--- config.mk ---
export PLATFORM = sky130hd
export DESIGN_NAME = seg7_capture
export DESIGN_NICKNAME = d
export VERILOG_FILES = /design/src/rtl/seg7_capture.sv
export SDC_FILE = /design/constraint.sdc
export NUM_CORES = 1
export LEC_CHECK = 0
export BUFFER_PORTS_ARGS = -buffer_cell sky130_fd_sc_hd__buf_2
export CORE_ASPECT_RATIO = 0.5
export CORE_MARGIN = 1.5
export CORE_UTILIZATION = 63
export CTS_CLUSTER_SIZE = 40
export DETAILED_ROUTE_END_ITERATION = 8
export GPL_ROUTABILITY_DRIVEN = 0
export PLACE_DENSITY = 0.87
export RECOVER_POWER = 100
export SETUP_SLACK_MARGIN = 0.3
export SLEW_MARGIN = 20
export SYNTH_ARGS = -nofsm -noshare
export SYNTH_HDL_FRONTEND = slang
export SYNTH_SLANG_ARGS = --single-unit
--- constraint.sdc ---
create_clock -name i_Clk -period 4.5 [get_ports i_Clk]
set_input_delay 0.225 -clock i_Clk [delete_from_list [all_inputs] [get_ports i_Clk]]
set_output_delay 0.225 -clock i_Clk [all_outputs]
set_load 0.02 [all_outputs]
--- src/rtl/seg7_capture.sv ---
// Reads back an active-low 7-segment display, waits for the pattern to settle,
// and classifies it as a hex digit, blank, reset-wait glyph or unknown.
module seg7_capture #(
  parameter int SYNC_STAGES   = 2,
  parameter int STABLE_CYCLES = 250000,
  parameter int CNT_WIDTH     = 18
) (
  input  logic       i_Clk,
  input  logic       i_Reset_n,
  input  logic [6:0] i_Segments_n,
  output logic [3:0] o_Nibble,
  output logic [1:0] o_Code,
  output logic [6:0] o_Segments,
  output logic       o_Valid,
  output logic [7:0] o_Error_Count
);

  typedef enum logic [1:0] {
    IDLE   = 2'd0,
    SETTLE = 2'd1,
    LOCKED = 2'd2
  } state_t;

  localparam logic [1:0] CODE_DIGIT   = 2'd0;
  localparam logic [1:0] CODE_BLANK   = 2'd1;
  localparam logic [1:0] CODE_WAIT    = 2'd2;
  localparam logic [1:0] CODE_UNKNOWN = 2'd3;

  localparam logic [CNT_WIDTH-1:0] STABLE_CNT = CNT_WIDTH'(STABLE_CYCLES);
  localparam logic [CNT_WIDTH-1:0] CNT_ONE    = CNT_WIDTH'(1);

  logic [6:0]             sync_q [SYNC_STAGES];
  logic [SYNC_STAGES-1:0] fill_q;
  logic [6:0]             s;
  logic [6:0]             prev_q;
  logic                   prev_vld_q;
  logic [CNT_WIDTH-1:0]   cnt_q;
  state_t                 state_q;
  logic                   acc_q;
  logic [3:0]             nib_q;
  logic [1:0]             code_q;
  logic [6:0]             seg_q;
  logic                   valid_q;
  logic [7:0]             err_q;
  logic [1:0]             dec_code_d;
  logic [3:0]             dec_nib_d;

  // fill_q marks when the synchroniser holds real pin samples rather than reset values.
  always_ff @(posedge i_Clk or negedge i_Reset_n) begin
    if (!i_Reset_n) begin
      for (int i = 0; i < SYNC_STAGES; i++) sync_q[i] <= 7'h7F;
      fill_q <= '0;
    end else begin
      sync_q[0] <= i_Segments_n;
      for (int i = 1; i < SYNC_STAGES; i++) sync_q[i] <= sync_q[i-1];
      fill_q <= {fill_q[SYNC_STAGES-2:0], 1'b1};
    end
  end

  assign s = ~sync_q[SYNC_STAGES-1];

  always_comb begin
    dec_code_d = CODE_DIGIT;
    dec_nib_d  = 4'h0;
    case (s)
      7'h3F: dec_nib_d = 4'h0;
      7'h06: dec_nib_d = 4'h1;
      7'h5B: dec_nib_d = 4'h2;
      7'h4F: dec_nib_d = 4'h3;
      7'h66: dec_nib_d = 4'h4;
      7'h6D: dec_nib_d = 4'h5;
      7'h7D: dec_nib_d = 4'h6;
      7'h07: dec_nib_d = 4'h7;
      7'h7F: dec_nib_d = 4'h8;
      7'h6F: dec_nib_d = 4'h9;
      7'h77: dec_nib_d = 4'hA;
      7'h7C: dec_nib_d = 4'hB;
      7'h39: dec_nib_d = 4'hC;
      7'h5E: dec_nib_d = 4'hD;
      7'h79: dec_nib_d = 4'hE;
      7'h71: dec_nib_d = 4'hF;
      7'h00: dec_code_d = CODE_BLANK;
      7'h50: dec_code_d = CODE_WAIT;
      default: dec_code_d = CODE_UNKNOWN;
    endcase
  end

  // acc_q clear means nothing has been accepted since reset, so the first accept always reports.
  always_ff @(posedge i_Clk or negedge i_Reset_n) begin
    if (!i_Reset_n) begin
      prev_q     <= 7'h00;
      prev_vld_q <= 1'b0;
      cnt_q      <= '0;
      state_q    <= IDLE;
      acc_q      <= 1'b0;
      nib_q      <= 4'h0;
      code_q     <= CODE_BLANK;
      seg_q      <= 7'h00;
      valid_q    <= 1'b0;
      err_q      <= 8'h00;
    end else begin
      valid_q <= 1'b0;
      if (fill_q[SYNC_STAGES-1]) begin
        if (!prev_vld_q || s != prev_q) begin
          prev_q     <= s;
          prev_vld_q <= 1'b1;
          cnt_q      <= '0;
          state_q    <= SETTLE;
        end else if (state_q == SETTLE && cnt_q != STABLE_CNT) begin
          cnt_q <= cnt_q + CNT_ONE;
          if (cnt_q == STABLE_CNT - CNT_ONE) begin
            state_q <= LOCKED;
            if (!acc_q || s != seg_q) begin
              acc_q   <= 1'b1;
              seg_q   <= s;
              code_q  <= dec_code_d;
              valid_q <= 1'b1;
              if (dec_code_d == CODE_DIGIT) nib_q <= dec_nib_d;
              if (dec_code_d == CODE_UNKNOWN && err_q != 8'hFF) err_q <= err_q + 8'h01;
            end
          end
        end
      end
    end
  end

  assign o_Nibble      = nib_q;
  assign o_Code        = code_q;
  assign o_Segments    = seg_q;
  assign o_Valid       = valid_q;
  assign o_Error_Count = err_q;

endmodule

## Word-level counts from Yosys, hierarchy flattened

Index checks and enable logic that the tools add are counted.

- Bits in registers: 67
- Input port bits: 9
- Output and inout port bits: 22
- Logic and storage cells: 70

- $add $sub $neg: 2
- Equality and inequality tests: 24
- Muxes and demuxes: 12
- Bitwise operators: 2
- Reduce and logical (&&, ||, !) cells: 17

Operators with widths:

| cell | count |
|---|---|
| $eq 7x7->1 const B | 13 |
| $pmux 4 s15 | 1 |
| $mux 18 | 2 |
| $add 18x1->18 const B | 1 |
| $eq 18x18->1 const B | 1 |
| $ne 18x18->1 const B | 1 |
| $reduce_or 16->1 | 1 |
| $eq 7x3->1 const B | 2 |
| $eq 7x6->1 const B | 2 |
| $ne 7x7->1 | 2 |
| $reduce_and 6->1 | 2 |
| $add 8x1->8 const B | 1 |
| $ne 8x8->1 const B | 1 |
| $logic_not 7->1 | 1 |
| $not 7->7 | 1 |
| $mux 2 | 3 |
| $pmux 2 s3 | 1 |
| $mux 1 | 5 |
| $reduce_and 5->1 | 1 |
| $reduce_and 2->1 | 2 |
| $reduce_bool 2->1 | 2 |
| $reduce_and 3->1 | 1 |
| $eq 2x1->1 const B | 1 |
| $eq 2x2->1 const B | 1 |
| other kinds (5) | 8 |

## Logic depth before layout (Yosys ltp)

Gate-level depths: netlist of run 1.

- Word-level depth: 8
- Mapped depth: 9
- Gate-level depth less buffers: 7

## Worst setup path before layout of run 1

OpenSTA, ideal clock, no wires.

- Path kind: reg2reg
- From: reg sync_q[1] (netlist bit)
- To: reg err_q[1], in the netlist o_Error_Count[1]
- Setup time: 125 ps
- Data arrival time: 2066 ps
- Data required time: 4375 ps
- Path slack: 2309 ps
- Cell stages (with the launch flop): 8
- Path buffers: 1
- Period minus slack after synthesis: 2191 ps
- Path through: dfstp_2 buf_2 and4b_1 o21ai_0 o221ai_1 and4bb_4 and2_4 mux2_4

- Longest elaborated chain between the ends: 7
- Elaborated cells between the ends (all ways): 29
- Those cells by class: eq/ne: 20; mux: 1; bitwise: 2; reduce/logical: 6

RTL lines:

| item | line | text |
|---|---|---|
| start, declared | 32 | `logic [6:0] sync_q [SYNC_STAGES];` |
| $not 7->7 * | 60 | `assign s = ~sync_q[SYNC_STAGES-1];` |
| $eq 7x7->1, or another cell as far along | 65 | `case (s)` |
| $reduce_or 16->1 (no line) | - |  |
| $pmux 2 s3 | 65 |  |
| $eq 2x2->1 | 119 | `if (dec_code_d == CODE_UNKNOWN && err_q != 8'hFF) err_q <= err_q + 8'h01;` |
| $logic_and 1x1->1 | 119 |  |
| $reduce_and 6->1 (no line) * | - |  |
| end signal, assigned | 119 |  |
| end, declared | 44 | `logic [7:0] err_q;` |

Every way passes the cells marked *; elsewhere a longest branch is shown, timed or not.
A chain may end at the register's enable or synchronous reset.

## Worst setup path after layout of run 1

- From: reg sync_q[1] (netlist bit)
- To: reg err_q[6], in the netlist o_Error_Count[6]

Same word-level chain as after synthesis.

==> flow_metrics.tcl, run 1 <==
set metrics [dict create \
    via_per_inst 5.80 \
    leakagePower_nw 1.64 \
    detail_route.wl_per_cell_um 16.1 \
    skew_ns 0.00743 \
    cp.buffers_inverters 0 \
    maxCapViolations 0 \
    cp-end-kind "register" \
    crit_chain "xnor2_1 > nor4_1 > nand4_1 > or2_0 > nor4b_1 > xor2_1" \
    postSynthCellCount 309 \
    cts_buffer_depth 2 \
    switching_power_w 0.000288 \
    fin_nets 352 \
    final_cells 415 \
    placed_cells 392 \
    io_pins 31 \
    synth_area_leaders "dfrtp_1 (39%), dfstp_2 (12%), xor2_1 (7.6%), nand2_1 (3.3%), nor2_1 (2.8%)" \
    core_sq_um 5020 \
    dp_hpwl_mm 4.23 \
    synth_fa_ha_area_frac 0.0112 \
    synth_nets 321 \
    final.min_clock_period_ns 3.16 \
    switching_share 0.228 \
    grt-ovfl-total 0 \
    drtAntennaViolNets 0 \
    dr.pass1.iters 4 \
    arrival_ns 3.42 \
    post-place-ws_ns 1.95 \
    wl_mm 6.68 \
    finalSetupTns_ns 0 \
    synth-edff-count 0 \
    synth_xor_area_frac 0.102 \
    comb_power_share 0.055 \
    cts_buffers 9 \
    vias 2406 \
    p_total_w 0.00127 \
    synth_top_area_cell "dfrtp_1" \
    async_reset_ff_frac 1.00 \
    max_slew_margin 0.307 \
    post-route-util 0.734 \
    syn_to_final_growth_pct 10.5 \
    synth_mux_area_frac 0.0364 \
    fin_crit_sh 0.702 \
    cts_tree "done" \
    drt_iter0_drc 191 \
    slew_violations 0 \
    fmax_ghz 0.317 \
    clk_latency_ns 0.34 \
    cts_htree_levels 3 \
    syn-cell-area_sq_um 3340 \
    synthFlopType "dfrtp_1" \
    grt_pass1_vias 2255 \
    syn_area_per_cell_sq_um 10.8 \
    synth_compound_area_frac 0.0892 \
    ir_drop_mv 0.181 \
    p_int_w 0.000979 \
    worstMarginPinSlew_ns 1.04 \
    ys_seq_area_frac 0.508 \
    path_clk_slew_ns 0.08 \
    die_h_um 54.5 \
    synth_seq_cells 67 \
    required_ns 4.76 \
    synth_top_family_by_area "simple AND/OR/NAND/NOR gates" \
    crit_path_start_kind "register" \
    start_util 0.664 \
    rows 18 \
    yosysUniqueCellTypes 63 \
    min_path_type "in2async" \
    numPortBuffers 30 \
    path_max_fanout 20 \
    grt_pass1_wl_mm 11.0 \
    status "finished, final reports clean" \
    rsz0062_at_grt "false" \
    critical_path_class "reg2reg" \
    die_area_sq_um 5770 \
    grt_use_total 0.255 \
    postCtsSetupBuffers 0 \
    crit_family "simple AND/OR/NAND/NOR gates" \
    power_frac_seq 0.509 \
    cts_sinks 67 \
    fp.dieW_um 106 \
    yosys.area_share.simple 0.215 \
    pwr-share-clk 0.437 \
    cts_root_buf "clkbuf_8" \
    grt_max_degree 68 \
    p_per_area_nw_per_um2 344 \
    antenna_found_initial 0 \
    fin_ws_ns 1.34 \
    drc 0 \
    slowest_stage "dfstp_1" \
    hold_violations 0 \
    slowest_delay_ns 0.97 \
    antenna_cells 0 \
    synth_top_area_share 0.390 \
    drive_above_1_share 0.128 \
    setup_viol 0 \
    synth_warnings 0 \
]
[kinds of logic (layout without fill, tap and decap cells)]
kind of cell / count (synthesis) / count (layout)
other: 1 / 1
and+or+nand+nor: 121 / 121
DFF: 67 / 67
muxes: 11 / 11
xor gates and xnor gates: 38 / 38
AOI/OAI and AO/OA: 43 / 43
adders and majority gates: 3 / 3
buffers and inverters: 25 / 61
[worst paths after layout]
| check | cells after the start | startpoint | to | slack (ns) |
|---|---|---|---|---|
| worst min register to register | 0 | fill_q[0]$_DFF_PN0_ | fill_q[1]$_DFF_PN0_ | 0.35 |
| max in group asynchronous | 2 | i_Reset_n | o_Nibble[2]$_DFFE_PN0P_ | 3.91 |
| worst max-delay path | 6 | sync_q[1]$_DFF_PN1_ | o_Error_Count[6]$_DFFE_PN0P_ | 1.34 |
| min in group i_Clk | 0 | fill_q[0]$_DFF_PN0_ | fill_q[1]$_DFF_PN0_ | 0.35 |
| worst max register to register | 6 | sync_q[1]$_DFF_PN1_ | o_Error_Count[6]$_DFFE_PN0P_ | 1.34 |
| worst min-delay path | 2 | i_Reset_n | o_Error_Count[5]$_DFFE_PN0P_ | 0.05 |
[through the flow]
stage / hold WS, ns / instance area [sq um]
3_3_place_gp: 0.330 / 3490
3_5_place_dp: 0.331 / 3490
2_1_floorplan: -0.0706 / 3340
6_report: 0.0540 / 3690
4_1_cts: 0.0833 / 3780
5_1_grt: 0.127 / 3690
[cell usage in the layout, fill, tap and decap left out, types with 9 or more instances in the layout]
master	Yosys	routed
dfrtp_1	52	52
xor2_1	29	29
clkbuf_1	7	25
nand3_1	13	13
dfstp_2	15	12
nand2_1	29	29
clkbuf_8	0	10
o21ai_0	16	16
a21oi_1	9	9
nor2_1	25	25
[Yosys cell counts (all sizes together), types with 2 or more instances]
cell type	count
dfrtp	52
nand2	29
xor2	29
nor2	25
o21ai	16
dfstp	15
nand3	13
buf	12
a21oi	9
xnor2	9
nand4	8
and3	7
clkbuf	7
inv	6
mux2	6
and4	5
mux2i	5
nor3	5
nor4	4
ha	3
nor2b	3
nor4bb	3
o2111ai	3
or2	3
a211oi	2
and2	2
nand3b	2
nand4b	2
nor3b	2
nor4b	2
o21a	2
or3	2
[state kept, by name, summed over array words and instances, names as in the netlist]
signal,count
o_Code,2
acc_q,1
o_Nibble,4
sync_q,14
cnt_q,18
state_q,2
prev_vld_q,1
o_Valid,1
o_Segments,7
prev_q,7
o_Error_Count,8
fill_q,2
[power by group through the flow]
stage          registers [W]  logic [W]  clock network [W]
4_1_cts             0.000645  0.0000752           0.000561
5_1_grt             0.000648  0.0000772           0.000585
6_report            0.000645  0.0000692           0.000553
2_1_floorplan       0.000637  0.0000632                  0
3_5_place_dp        0.000656  0.0000695                  0
3_3_place_gp        0.000655  0.0000666                  0
[per-layer routing]
layer | routed length (um) | part of all wire | global-route usage | vias to the layer above
li1 | - | - | - | 1141
met4 | 116 | 0.017 | 0.104 | 0
met3 | 410 | 0.061 | 0.0774 | 16
met5 | 0 | 0 | 0 | -
met1 | 2970 | 0.45 | 0.329 | 1163
met2 | 3180 | 0.48 | 0.418 | 86
[area by class of cell]
| type | instances | area [sq um] |
|---|---|---|
| Timing Repair Buffer | 39 | 204 |
| Fill cell | 328 | 1330 |
| Inverter | 6 | 22.5 |
| Tap cell | 70 | 87.6 |
| Sequential cell | 67 | 1700 |
| Clock buffer | 12 | 145 |
| Multi-Input combinational cell | 217 | 1460 |
| Clock inverter | 4 | 73.8 |
[timing repair]
| item | CTS | global route |
|---|---|---|
| endpoints found under the hold margin | 7 | 0 |
| hold buffers | 7 | 0 |
| gates resized for setup | 0 | 0 |
No activity file was read; power rests on OpenSTA's default activity.
==> run 2: changes to the inputs <==
--- a/config.mk
+++ b/config.mk
@@ -5,14 +5,15 @@
 export SDC_FILE = /design/constraint.sdc
 export NUM_CORES = 1
 export LEC_CHECK = 0
+export ABC_AREA = 1
 export BUFFER_PORTS_ARGS = -buffer_cell sky130_fd_sc_hd__buf_2
 export CORE_ASPECT_RATIO = 0.5
 export CORE_MARGIN = 1.5
-export CORE_UTILIZATION = 63
+export CORE_UTILIZATION = 54
 export CTS_CLUSTER_SIZE = 40
 export DETAILED_ROUTE_END_ITERATION = 8
 export GPL_ROUTABILITY_DRIVEN = 0
-export PLACE_DENSITY = 0.87
+export PLACE_DENSITY = 0.79
 export RECOVER_POWER = 100
 export SETUP_SLACK_MARGIN = 0.3
 export SLEW_MARGIN = 20
==> constraint.sdc (replaced) <==
create_clock -name i_Clk -period 2.8 [get_ports i_Clk]
set_input_delay 0.14 -clock i_Clk [delete_from_list [all_inputs] [get_ports i_Clk]]
set_output_delay 0.14 -clock i_Clk [all_outputs]
set_load 0.02 [all_outputs]
==> run 2 against run 1 <==
Non-clock buffer count grew 2. Worst hold slack gained 0.22 ns. Utilization shrank 9.4 points. Routed wire length grew 20%. Sequential power grew 60%. Fmax grew 37%. Via count grew 33%. Clock skew shrank 0.00095 ns. Total power grew 89%. Die area grew 31%. First-iteration DRC count grew 24%.
==> flow_metrics.tcl, run 2 <==
set metrics [dict create \
    grt_use_total 0.233 \
    cp_common_cell "nand2_1" \
    core_sq_um 6730 \
    leakagePower_nw 2.00 \
    min_path_type "in2async" \
    cts_htree_levels 3 \
    cts_sinks 67 \
    dp_hpwl_mm 5.59 \
    postPlaceCellArea_sq_um 3970 \
    synth_nets 490 \
    cts_root_buf "clkbuf_16" \
    largest_reg_flops 18 \
    antenna_cells 0 \
    detail_route.wl_per_cell_um 13.1 \
    async_reset_ff_frac 1.00 \
    fin_crit_sh 0.825 \
    synth_seq_cells 67 \
    crit_path_start_kind "register" \
    drtAntennaViolNets 0 \
    r2r_start "sync_q[5]$_DFF_PN1_" \
    reg2reg_slack_ns 0.49 \
    cts-resized-gates 0 \
    fin_area_sq_um 4310 \
    clk_latency_ns 0.33 \
    path_clk_slew_ns 0.06 \
    fin_nets 528 \
    syn_area_per_cell_sq_um 7.93 \
    power_frac_seq 0.429 \
    vias 3202 \
    fp.dieW_um 122 \
    critical_path_class "reg2reg" \
    cts_buffers 9 \
    numPortBuffers 30 \
    fill_cells 583 \
    rows 21 \
    grt_pass1_wl_mm 13.9 \
    switching_power_w 0.000545 \
    synth_warnings 0 \
    final_common_cell "nand2_1" \
    switching_share 0.227 \
    grt-ovfl-total 0 \
    maxCapViolations 0 \
    postSynthCellCount 478 \
    final.min_clock_period_ns 2.31 \
    drt_iter0_drc 237 \
    rr_worst_depth 11 \
    setup_viol 0 \
    finalSetupTns_ns 0 \
    final_cells 613 \
    hold_violations 0 \
    top_register "cnt_q" \
    slew_violations 0 \
    drive_above_1_share 0.123 \
    cts_tree "done" \
    die_area_sq_um 7570 \
    dr.pass1.iters 5 \
    antenna_found_initial 0 \
    drc 0 \
    crit_chain "nor2_2 > nand2_1 > inv_1 > nand2_1 > nand3_1 > nor2_1 > nand2_2 > nor2_1 > nand4_4 > nand2_1 > nand2_1" \
    worstReg2RegEnd "o_Error_Count[0]$_DFFE_PN0P_" \
    slowest_delay_ns 0.76 \
    grt_pass1_vias 3135 \
    arrival_ns 2.53 \
    fmax_ghz 0.433 \
    cts_buffer_depth 2 \
    yosysUniqueCellTypes 38 \
    status "finished, final reports clean" \
    synth-edff-count 0 \
    syn-cell-area_sq_um 3790 \
    max_slew_margin 0.0128 \
    comb_power_share 0.061 \
    worstMarginPinSlew_ns 1.48 \
    synth_top_area_share 0.343 \
    p_int_w 0.00185 \
    start_util 0.564 \
    via_per_inst 5.22 \
    synth_area_leaders "dfrtp_1 (34%), nand2_1 (13%), dfstp_2 (10%), nor2_1 (5.4%), nand3_1 (4.1%)" \
    cp-end-kind "register" \
    required_ns 3.02 \
    slowest_stage "dfstp_1" \
    pwr-share-clk 0.509 \
    synthFlopType "dfrtp_1" \
    wl_mm 8.02 \
    yosysMostFrequentCell "nand2_1" \
    synth_top_area_cell "dfrtp_1" \
    ir_drop_mv 0.328 \
    mostFrequentLayoutCells "nand2_1 (130), nor2_1 (58), dfrtp_1 (52)" \
    skew_ns 0.00648 \
    die_h_um 62.3 \
    path_max_fanout 11 \
    rsz0062_at_grt "false" \
    whs_ns 0.274 \
    p_total_w 0.00240 \
    p_per_area_nw_per_um2 556 \
    io_pins 31 \
    placed_cells 589 \
    syn_to_final_growth_pct 13.6 \
    ys_seq_area_frac 0.447 \
    synth_commonest_cells "nand2_1 (127), nor2_1 (55), dfrtp_1 (52)" \
    grt_max_degree 32 \
]
[run 2: cell types whose count changed in the layout (fill, tap and decap cells not counted), sizes merged, moves of 11 or more]
| cell | previous run | this run |
|---|---|---|
| xor2 | 29 | 16 |
| nand2 | 29 | 135 |
| inv | 6 | 48 |
| o21ai | 16 | 32 |
| nand4 | 8 | 19 |
| nor2 | 25 | 66 |
| nand3 | 13 | 34 |
[run 2: worst max-delay path: cells and delay by family, from the launching register on]
kind	cells	cell delay [ns]
flip-flops	1	0.76
AND/OR/NAND/NOR	10	1.35
buffers and inverters	1	0.09
[run 2: how the worst max path moves through the flow]
stage                               startpoint                           end  slack, ns  depth (start not counted)
after global placement    cnt_q[0]$_DFFE_PN0P_         o_Code[0]$_DFFE_PN1P_       0.70                         10
after global routing       sync_q[5]$_DFF_PN1_  o_Error_Count[3]$_DFFE_PN0P_       0.23                         11
after CTS                  sync_q[3]$_DFF_PN1_         o_Code[0]$_DFFE_PN1P_       0.61                          8
final                      sync_q[5]$_DFF_PN1_  o_Error_Count[0]$_DFFE_PN0P_       0.49                         11
after detailed placement   sync_q[3]$_DFF_PN1_         o_Code[0]$_DFFE_PN1P_       0.62                          8
after floorplan           cnt_q[0]$_DFFE_PN0P_  o_Error_Count[6]$_DFFE_PN0P_       1.04                         11
[run 2: cells by family after synthesis]
kind of cell	after synthesis	share of synthesized area
AND/OR/NAND/NOR	271	0.337
XOR/XNOR	21	0.0485
AO/OA/AOI/OAI	53	0.0775
buffers and inverters	62	0.0789
flip-flops	67	0.447
other	1	0.000989
adder cells (fa/ha/maj)	3	0.00990
[run 2: power groups by stage]
stage	registers (W)	clock network [W]	logic, W
6_report	0.00103	0.00122	0.000147
2_1_floorplan	0.00103	0	0.000119
5_1_grt	0.00103	0.00129	0.000167
3_5_place_dp	0.00104	0	0.000142
3_3_place_gp	0.00104	0	0.000141
4_1_cts	0.00103	0.00124	0.000153
[run 2: what timing repair did]
action                                  CTS  global route
hold buffers                              8             0
setup buffers                             0             0
endpoints found under the setup margin    0             0
hold endpoints to repair                 15             0
[run 2: per-layer routing]
metal / share of wire / track usage / wire length, um / up-vias
met1: 0.46 / 0.282 / 3660 / 1491
li1: - / - / - / 1627
met2: 0.48 / 0.394 / 3840 / 72
met3: 0.055 / 0.0818 / 442 / 12
met5: 0 / 0 / 0 / -
met4: 0.010 / 0.0676 / 81 / 0
[run 2: layout make-up]
cell class	count	area (sq um)	area share
multi-input combinational	349	1770	0.410
sequential	67	1700	0.394
clock buffer	10	239	0.0555
timing repair buffer	41	218	0.0506
inverter	48	185	0.0430
tap	92	115	0.0267
clock inverter	6	88.8	0.0206
[run 2: through the flow]
stage,worst slack [ns],util
3_3_place_gp,0.705,0.590
3_5_place_dp,0.619,0.590
6_report,0.490,0.640
4_1_cts,0.608,0.650
2_1_floorplan,1.04,-
5_1_grt,0.231,0.640
